[src/rtl/hps_ext_pkg.sv]
// Shared constants and types for the EXT_BUS initiator: opcodes, request encoding and FSM states.
package hps_ext_pkg;

    localparam logic [7:0] OPC_STATS = 8'h33;
    localparam logic [7:0] OPC_GET   = 8'h34;
    localparam logic [7:0] OPC_SET   = 8'h35;
    localparam logic [7:0] OPC_DATA  = 8'h36;

    localparam int CD_WORDS = 7;

    typedef enum logic [1:0] {
        OP_STATS = 2'd0,
        OP_GET   = 2'd1,
        OP_SET   = 2'd2,
        OP_DATA  = 2'd3
    } cmd_op_e;

    typedef enum logic [2:0] {
        ST_IDLE,
        ST_SETUP,
        ST_STROBE,
        ST_GAP,
        ST_FETCH,
        ST_CLOSE
    } state_e;

    function automatic logic [15:0] opcode_word(cmd_op_e op);
        logic [7:0] opc;
        case (op)
            OP_STATS: opc = OPC_STATS;
            OP_GET:   opc = OPC_GET;
            OP_SET:   opc = OPC_SET;
            default:  opc = OPC_DATA;
        endcase
        return {8'h00, opc};
    endfunction

endpackage

[src/rtl/hps_ext_timer.sv]
// Loadable down-counter shared by the SETUP, GAP and CLOSE phases; done while the count is zero.
module hps_ext_timer #(
    parameter int W = 8
) (
    input  logic         clk_sys,
    input  logic         reset_n,
    input  logic         load,
    input  logic [W-1:0] load_val,
    output logic         done
);

    logic [W-1:0] cnt;

    // NOTE: sequential state uses <= so every flop samples pre-edge values.
    always_ff @(posedge clk_sys or negedge reset_n) begin
        if (!reset_n)
            cnt <= '0;
        else if (load)
            cnt <= load_val;
        else if (cnt != '0)
            cnt <= cnt - 1'b1;
    end

    assign done = (cnt == '0);

endmodule

[src/rtl/hps_ext_master.sv]
// EXT_BUS command initiator standing in for the HPS; the platform wrapper packs these
// outputs into EXT_BUS[34:33,31:16] and returns io_dout/dout_en from EXT_BUS[32,15:0].
module hps_ext_master #(
    parameter int STROBE_GAP = 3,
    parameter int SETUP_CYC  = 1,
    parameter int IDLE_CYC   = 2
) (
    input  logic         clk_sys,
    input  logic         reset_n,
    input  logic         cmd_req,
    input  logic [1:0]   cmd_op,
    output logic         cmd_ack,
    output logic         busy,
    input  logic         stats_en,
    input  logic [111:0] set_payload,
    input  logic [15:0]  data_len,
    input  logic [15:0]  data_word,
    input  logic         data_valid,
    output logic         data_ready,
    output logic [111:0] get_payload,
    output logic [7:0]   get_req_cnt,
    output logic         get_new,
    output logic [15:0]  io_din,
    output logic         io_strobe,
    output logic         io_enable,
    input  logic [15:0]  io_dout,
    input  logic         dout_en
);

    import hps_ext_pkg::*;

    localparam logic [7:0] LD_SETUP = 8'(SETUP_CYC - 1);
    localparam logic [7:0] LD_GAP   = 8'(STROBE_GAP - 2);
    localparam logic [7:0] LD_CLOSE = 8'(IDLE_CYC - 1);

    state_e        state, state_nxt;
    cmd_op_e       op_q;
    logic          stats_en_q;
    logic [111:0]  set_q;
    logic [15:0]   len_q;
    logic [16:0]   k, k_inc, word_cnt;
    logic [7:0]    prev_cnt;
    logic          last_word;
    logic          tmr_load, tmr_done;
    logic [7:0]    tmr_val;

    // dout_en is observed by the platform only; the captured word never depends on it.
    logic unused_dout_en;
    assign unused_dout_en = dout_en;

    hps_ext_timer #(.W(8)) u_timer (
        .clk_sys  (clk_sys),
        .reset_n  (reset_n),
        .load     (tmr_load),
        .load_val (tmr_val),
        .done     (tmr_done)
    );

    // Words that are not streamed: opcode, STATS enable, SET payload (GET sends zeros).
    function automatic logic [15:0] fixed_word(cmd_op_e op, logic [16:0] idx, logic se,
                                               logic [111:0] pay);
        logic [15:0] w;
        w = '0;
        if (idx == '0)
            w = opcode_word(op);
        else if (op == OP_STATS)
            w = {15'b0, se};
        else if (op == OP_SET)
            for (int i = 1; i <= CD_WORDS; i++)
                if (idx == 17'(i)) w = pay[16*i-1 -: 16];
        return w;
    endfunction

    always_comb begin
        case (op_q)
            OP_STATS: word_cnt = 17'd2;
            OP_DATA:  word_cnt = {1'b0, len_q} + 17'd1;
            default:  word_cnt = 17'(CD_WORDS + 1);
        endcase
    end

    assign k_inc     = k + 17'd1;
    assign last_word = (k_inc == word_cnt);

    always_ff @(posedge clk_sys or negedge reset_n) begin
        if (!reset_n)
            state <= ST_IDLE;
        else
            state <= state_nxt;
    end

    always_comb begin
        // NOTE: every output gets a default first so no latch is inferred.
        state_nxt  = state;
        tmr_load   = 1'b0;
        tmr_val    = '0;
        io_enable  = 1'b0;
        io_strobe  = 1'b0;
        busy       = 1'b1;
        data_ready = 1'b0;
        cmd_ack    = 1'b0;
        get_new    = 1'b0;
        case (state)
            ST_IDLE: begin
                busy = 1'b0;
                if (cmd_req) begin
                    state_nxt = ST_SETUP;
                    tmr_load  = 1'b1;
                    tmr_val   = LD_SETUP;
                end
            end
            ST_SETUP: begin
                io_enable = 1'b1;
                if (tmr_done) state_nxt = ST_STROBE;
            end
            ST_STROBE: begin
                io_enable = 1'b1;
                io_strobe = 1'b1;
                state_nxt = ST_GAP;
                tmr_load  = 1'b1;
                tmr_val   = LD_GAP;
            end
            ST_GAP: begin
                io_enable = 1'b1;
                if (tmr_done) begin
                    if (last_word) begin
                        state_nxt = ST_CLOSE;
                        tmr_load  = 1'b1;
                        tmr_val   = LD_CLOSE;
                    end else if (op_q == OP_DATA) begin
                        state_nxt = ST_FETCH;
                    end else begin
                        state_nxt = ST_STROBE;
                    end
                end
            end
            ST_FETCH: begin
                io_enable  = 1'b1;
                data_ready = 1'b1;
                if (data_valid) state_nxt = ST_STROBE;
            end
            ST_CLOSE: begin
                if (tmr_done) begin
                    state_nxt = ST_IDLE;
                    cmd_ack   = 1'b1;
                    get_new   = (op_q == OP_GET) && (get_req_cnt != prev_cnt);
                end
            end
            default: state_nxt = ST_IDLE;
        endcase
    end

    always_ff @(posedge clk_sys or negedge reset_n) begin
        if (!reset_n) begin
            op_q        <= OP_STATS;
            stats_en_q  <= 1'b0;
            set_q       <= '0;
            len_q       <= '0;
            k           <= '0;
            io_din      <= '0;
            get_payload <= '0;
            get_req_cnt <= '0;
            prev_cnt    <= '0;
        end else begin
            case (state)
                ST_IDLE: begin
                    if (cmd_req) begin
                        op_q       <= cmd_op_e'(cmd_op);
                        stats_en_q <= stats_en;
                        set_q      <= set_payload;
                        len_q      <= data_len;
                        k          <= '0;
                    end
                end
                ST_SETUP: begin
                    if (tmr_done) io_din <= fixed_word(op_q, '0, stats_en_q, set_q);
                end
                ST_GAP: begin
                    if (tmr_done) begin
                        // Last gap cycle: the responder's answer to word k is stable now.
                        if (op_q == OP_GET) begin
                            if (k == '0) get_req_cnt <= io_dout[7:0];
                            for (int i = 1; i <= CD_WORDS; i++)
                                if (k == 17'(i)) get_payload[16*i-1 -: 16] <= io_dout;
                        end
                        k <= k_inc;
                        if (last_word)
                            io_din <= '0;
                        else if (op_q != OP_DATA)
                            io_din <= fixed_word(op_q, k_inc, stats_en_q, set_q);
                    end
                end
                ST_FETCH: begin
                    if (data_valid) io_din <= data_word;
                end
                ST_CLOSE: begin
                    if (tmr_done && op_q == OP_GET) prev_cnt <= get_req_cnt;
                end
                default: ;
            endcase
        end
    end

endmodule
[config.mk]
export PLATFORM = sky130hd
export DESIGN_NAME = hps_ext_master
export DESIGN_NICKNAME = d
export VERILOG_FILES = /design/src/rtl/hps_ext_pkg.sv /design/src/rtl/hps_ext_timer.sv /design/src/rtl/hps_ext_master.sv
export SDC_FILE = /design/constraint.sdc
export NUM_CORES = 1
export LEC_CHECK = 0
export BUFFER_PORTS_ARGS = -buffer_cell sky130_fd_sc_hd__buf_2
export CORE_ASPECT_RATIO = 0.7
export CORE_UTILIZATION = 55
export CTS_CLUSTER_DIAMETER = 120
export DETAILED_ROUTE_END_ITERATION = 12
export PLACE_DENSITY = 0.83
export SYNTH_ARGS = -nofsm -noshare
export SYNTH_HDL_FRONTEND = slang
export SYNTH_SLANG_ARGS = --single-unit
[constraint.sdc]
create_clock -name clk_sys -period 4.1 [get_ports clk_sys]
set_clock_uncertainty 0.05 [all_clocks]
set_input_delay 0.41 -clock clk_sys [delete_from_list [all_inputs] [get_ports clk_sys]]
set_output_delay 0.41 -clock clk_sys [all_outputs]
set_load 0.005 [all_outputs]
==> results.cfg, run 1 <==
[setup_path]
crit_type = reg2reg
cp_data_required_time_ns = 4.47
start_kind = flop
slowest_delay_ns = 0.53
critical_path.cell_chain = ha_1 > nand4_1 > or3_1 > or3_1 > xor2_1 > or4_1 > or4_4 > or3_1 > a21oi_2 > nor3_1
path_max_fanout = 7
path_common_cell = or3_1
cp-end-kind = flop
critical_path_arrival_ns = 4.26
critPathSlowestCell = or4_1

[detailed_routing]
antenna_left = 0
wl_per_cell_um = 21.1
first_pass_iters = 6
drc = 0
finalWirelength_um = 46100
vias = 13000
first_iter_violations = 1586
vias_per_cell = 5.96

[power]
powerDensity_nw_per_um2 = 639
leakage_nw = 8.80
ir_drop_mv = 0.477

[timing]
fmax_ghz = 0.257
whs_ns = 0.0131
tightest_slew_ns = 1.07
fin_tns_setup_ns = 0
setup_viol = 0
final-max-slew-violation-count = 0
hold_viol_final = 0
min_period_ns = 3.89
rsz0062_at_grt = false
relSlewSlack_pct = 28.4
min_period_over_period_pct = 94.9

[placed_design]
place_area_um2 = 16100
globalplace.congestion = 0.970
port_buffers = 308
place_hpwl_um = 29600
placed_cells = 2026

[global_routing]
globalRouteOverflowTotal = 0
grt_pass1_vias = 12900
grt_pass1_wl_um = 70700
grt_max_degree = 138
antenna_found_initial = 0
gr-usage-all-layers_pct = 34.7

[yosys]
ys_warn_count = 0
syn_nets = 1626
synth_area_leader_cell = dfrtp_1
yosysTopAreaCellShare_pct = 53.5
synth_area_per_cell_um2 = 9.80
ys_seq_area_share_pct = 53.5
synthDistinctLibCells = 62
ys.flop_type = dfrtp_1
yosys-top-cells-area = dfrtp_1 53%, nand2_1 12%, mux2_2 11%
yosysMostFrequentCell = nand2_1
synthTopCellsByCount = 439 x nand2_1, 303 x dfrtp_1, 137 x mux2_2
synth_edf_count = 0
synth_seq_cells = 303
async_flop_share_pct = 100
syn_inst = 1447
syn_area_um2 = 14200

[final_layout]
drive_gt1_share_pct = 28.6
fin_nets = 2017
num-fill-cells = 1661
final_cell_area_um2 = 18100
syn2layout_area_growth_pct = 27.7
final_core_util_pct = 72.5
multi_input_area_um2 = 6230
seqCellArea_um2 = 7580
stdcell_count = 2186

[run_status]
run_status = finished clean

[clock_tree]
clock_sink_count = 303
cts_made_buffers = 28
clkTransAtPathRegs_ns = 0.07
h-tree-depth = 1
clk_latency_ns = 0.58
cts_tree = done
root_buffer = clkbuf_16
cts_buffer_depth = 3

[floorplanning]
fp.coreArea_um2 = 25000
ios = 310
std_cell_rows = 48
die_x_um = 194
fp.dieH_um = 136
initial_utilization_pct = 56.7
die_area_um2 = 26400

[job]
cap_violations = 0

[hold_path]
holdCritPathClass = in2reg
[sequential cells by signal, indices dropped and copies added (netlist names)]
signal	count
set_q	112
k	17
u_timer.cnt	8
op_q	2
get_payload	112
io_din	16
state	3
prev_cnt	8
get_req_cnt	8
stats_en_q	1
len_q	16
[worst paths after layout]
| path | start | endpoint | slack, ns | depth (start not counted) |
|---|---|---|---|---|
| min in group asynchronous | reset_n | prev_cnt[4] | 0.54 | 2 |
| max reg2reg | len_q[0] | u_timer.cnt[4] | 0.21 | 10 |
| max | len_q[0] | u_timer.cnt[4] | 0.21 | 10 |
| max in group asynchronous | reset_n | get_payload[1] | 2.46 | 3 |
| min | cmd_op[1] | op_q[1] | 0.01 | 3 |
| min reg2reg | set_q[82] | set_q[82] | 0.42 | 2 |
[placed cells by master, fill, tap and decap left out, types with 19 or more instances in the layout]
cell type,count
nor3_1,21
dlygate4sd3_1,106
xor2_1,20
dfrtp_1,303
buf_2,307
buf_4,29
xnor2_1,26
nand2_1,438
a21oi_1,43
mux2_2,137
o21ai_0,82
nand3_1,20
nor2_1,53
clkbuf_16,28
nor4_1,19
[timing repair]
item                                    4_1_cts  5_1_grt
gates resized for setup                       0        4
hold endpoints to repair                    157        0
endpoints found under the setup margin        0       24
hold buffers                                106        0
buffers inserted                              0        1
[critical path, delay by kind of cell (launching register included)]
kind	cells	cell delay (ns)
simple gates	7	2.56
fa+ha+maj	1	0.25
compound gates	1	0.32
xor+xnor	1	0.15
flops	1	0.42
[kinds of logic (layout without fill, tap and decap cells)]
| kind of cell | after synthesis | after routing | share of synthesized area, % |
|---|---|---|---|
| AOI/OAI and AO/OA | 210 | 210 | 9.14 |
| xor gates and xnor gates | 47 | 47 | 2.96 |
| adders and majority gates | 11 | 11 | 0.971 |
| buffers and inverters | 102 | 515 | 2.83 |
| DFF | 303 | 303 | 53.5 |
| muxes | 140 | 140 | 11.2 |
| other | 0 | 1 | 0 |
| and+or+nand+nor | 634 | 634 | 19.4 |
[layout make-up]
class | instances | area share (%)
Sequential cell | 303 | 41.9
Multi-Input combinational cell | 1042 | 34.4
Timing Repair Buffer | 446 | 16.0
Clock buffer | 48 | 4.84
Tap cell | 325 | 2.25
Inverter | 17 | 0.353
Clock inverter | 4 | 0.290
Antenna cell | 1 | 0.0138
[stage by stage]
step	total power [W]	worst slack, ns
after global placement	0.00841	0.225
final	0.0116	0.211
after global routing	0.0121	0.0382
after detailed placement	0.00859	0.0974
after floorplan	0.00712	0.523
after CTS	0.0113	0.0834
[routing by layer]
layer,track usage (%),part of all wire [%],up-vias
li1,-,-,5724
met1,46.2,39,6273
met2,54.5,46,827
met3,8.09,9.7,206
met4,16.3,5.3,0
met5,0,0,-
[power breakdown]
part / total [W] / switching [W] / internal, W
logic: 0.00423 / 0.00262 / 0.00161
clock network: 0.00263 / 0.00117 / 0.00146
registers: 0.00471 / 0.000799 / 0.00391
total: 0.0116 / 0.00459 / 0.00698
(Power assumes the default switching activity.)
==> inputs of run 2 (changes only) <==
- CORE_UTILIZATION: 55 -> 50
- PLACE_DENSITY: 0.83 -> 0.79
- SYNTH_HIERARCHICAL: unset -> 1
- clock period: 4.1 -> 3.2 ns (I/O delays scaled with it)
==> run 2 against run 1 <==
Compared with the run above:
- global-route usage decreased by 4.5 points
- clock-buffer cell count decreased by 6
- critical path depth increased by 1
- routed wire length about the same
- clock power increased by 37%
- register-to-register slack got worse by 0.13 ns
- largest power group unchanged
- final cell count decreased by 0.96%
- via count decreased by 4.9%
- final area increased by 9.0%
==> results.cfg, run 2 <==
[detailed_routing]
wl_per_cell_um = 21.3
first_pass_iters = 6
vias = 12400
antenna_left = 0
drc = 0
vias_per_cell = 5.72
finalWirelength_um = 46100
first_iter_violations = 817

[final_layout]
num-fill-cells = 1940
fin_nets = 1950
top_regs = get_payload (112), set_q (112), k (17)
final_cell_mix = 307 x buf_2, 299 x dfrtp_1, 253 x mux2_2
syn2layout_area_growth_pct = 36.2
final_common_cell = buf_2
final_cell_area_um2 = 19700
final_core_util_pct = 70.1
drive_gt1_share_pct = 42.9

[yosys]
syn_inst = 1244
yosysTopAreaCellShare_pct = 52.3
yosys-top-cells-area = dfrtp_1 52%, mux2_2 20%, nand2_1 2.5%
ys_warn_count = 6
synth_area_per_cell_um2 = 11.6
synth_edf_count = 0
synthTopCellsByCount = 303 x dfrtp_1, 253 x mux2_2, 96 x nand2_1
syn_area_um2 = 14500
synth_seq_cells = 303
async_flop_share_pct = 100
synthDistinctLibCells = 78
ys_seq_area_share_pct = 52.3
synth_area_leader_cell = dfrtp_1
ys.flop_type = dfrtp_1
yosysMostFrequentCell = dfrtp_1

[clock_tree]
clk_latency_ns = 0.57
clkTransAtPathRegs_ns = 0.07
cts_made_buffers = 30
cts_tree = done
root_buffer = clkbuf_16
h-tree-depth = 1
cts_buffer_depth = 3
clock_sink_count = 303

[setup_path]
start_kind = flop
slowest_delay_ns = 0.53
regToRegStartpoint = op_q[0]
cp_data_required_time_ns = 3.60
critical_path.cell_chain = inv_1 > ha_1 > nand2b_4 > or4_4 > a211oi_2 > and4_1 > o2111ai_2 > or2_4 > buf_4 > a41o_1 > mux2_4
critical_path_arrival_ns = 3.52
timing.rr.end = io_din[5]
r2r_cells = 11
path_max_fanout = 15
cp-end-kind = flop
path_delay_family = simple AND/OR/NAND/NOR gates
r2r_setup_slack_ns = 0.08
crit_buf_inv = 2
critPathSlowestCell = or4_4
crit_type = reg2reg

[global_routing]
gr-usage-all-layers_pct = 30.3
grt_pass1_wl_um = 69000
antenna_found_initial = 1
grt_max_degree = 84
globalRouteOverflowTotal = 0
grt_pass1_vias = 12300

[timing]
min_period_over_period_pct = 97.5
final-max-slew-violation-count = 0
setup_viol = 0
fmax_ghz = 0.320
hold_viol_final = 0
rsz0062_at_grt = true
relSlewSlack_pct = 50.0
tightest_slew_ns = 0.742
min_period_ns = 3.12

[floorplanning]
initial_utilization_pct = 51.5
std_cell_rows = 51
die_area_um2 = 29700
ios = 310
fp.coreArea_um2 = 28100
die_x_um = 205
fp.dieH_um = 144

[placed_design]
port_buffers = 308
globalplace.congestion = 0.942
place_area_um2 = 17100
place_hpwl_um = 31100

[power]
ir_drop_mv = 0.506
powerDensity_nw_per_um2 = 765
leakage_nw = 8.82

[hold_path]
hold_path_depth = 2
holdCritPathClass = in2reg
worstHoldStart = io_dout[13]
holdPathEnd = get_payload[77]

[run_status]
run_status = finished clean

[job]
cap_violations = 0
## run 2: cell type report
type	count	area [um^2]	area share (%)
Antenna cell	1	2.50	0.0127
Clock buffer	42	836	4.24
Clock inverter	12	155	0.786
Inverter	28	105	0.533
Multi-Input combinational cell	845	6680	33.9
Sequential cell	303	7590	38.5
Tap cell	371	464	2.35
Timing Repair Buffer	563	3890	19.7
## run 2: repair_timing
item	4_1_cts	5_1_grt
pin swaps	0	10
endpoints found under the hold margin	212	0
gates resized for setup	9	31
setup buffers	0	4
hold buffers	145	0
setup endpoints to repair	14	24
## run 2: layer usage
metal | global-route usage [%] | share of wire [%] | vias up
li1 | - | - | 5616
met1 | 41.7 | 42 | 6179
met2 | 48.7 | 48 | 516
met3 | 6.31 | 7.8 | 77
met4 | 7.84 | 2.2 | 0
met5 | 0 | 0 | -
## run 2: power breakdown
group	leakage, nW	switching, W	internal (W)
sequential	3.63	0.000903	0.00497
combinational	4.71	0.00302	0.00259
clock	0.482	0.00153	0.00206
## run 2: how the worst max path moves through the flow
| stage | start | to | slack, ns | depth (start not counted) |
|---|---|---|---|---|
| after floorplan | k[0] | u_timer/cnt[5] | 0.02 | 13 |
| after global placement | k[0] | u_timer/cnt[5] | -0.05 | 11 |
| after detailed placement | k[0] | u_timer/cnt[5] | -0.1 | 12 |
| after CTS | k[1] | io_din[5] | 0.02 | 11 |
| after global routing | op_q[0] | u_timer/cnt[6] | -0.04 | 14 |
| final | op_q[0] | io_din[5] | 0.08 | 11 |
## run 2: cell families after synthesis
kind of cell	count (synthesis)	share of synthesized area [%]
flops	303	52.3
simple gates	288	10.3
mux	258	20.0
compound gates	240	10.8
buf+inv	102	3.08
xor+xnor	41	2.48
fa+ha+maj	11	0.950
other cells	1	0.0259
## run 2: worst register-to-register path: stages (launching register included)
cell and delay, ns:
dfrtp_1 0.35, inv_1 0.07, ha_1 0.32, nand2b_4 0.15
or4_4 0.53, a211oi_2 0.21, and4_1 0.23, o2111ai_2 0.15
or2_4 0.29, buf_4 0.19, a41o_1 0.22, mux2_4 0.25
## run 2: metrics by stage
stage / total power (W) / cells / setup TNS [ns] / hold WS, ns / setup slack [ns]
finish: 0.0151 / 2165 / 0 / 0.0390 / 0.0795
global route: 0.0158 / 2164 / -0.104 / 0.0247 / -0.0421
CTS: 0.0147 / 2160 / 0 / 0.00389 / 0.0164
detailed placement: 0.0110 / 1961 / -0.280 / 0.260 / -0.0957
global placement: 0.0108 / 1961 / -0.0899 / 0.262 / -0.0453
floorplan: 0.00865 / 1250 / 0 / -0.0256 / 0.0158
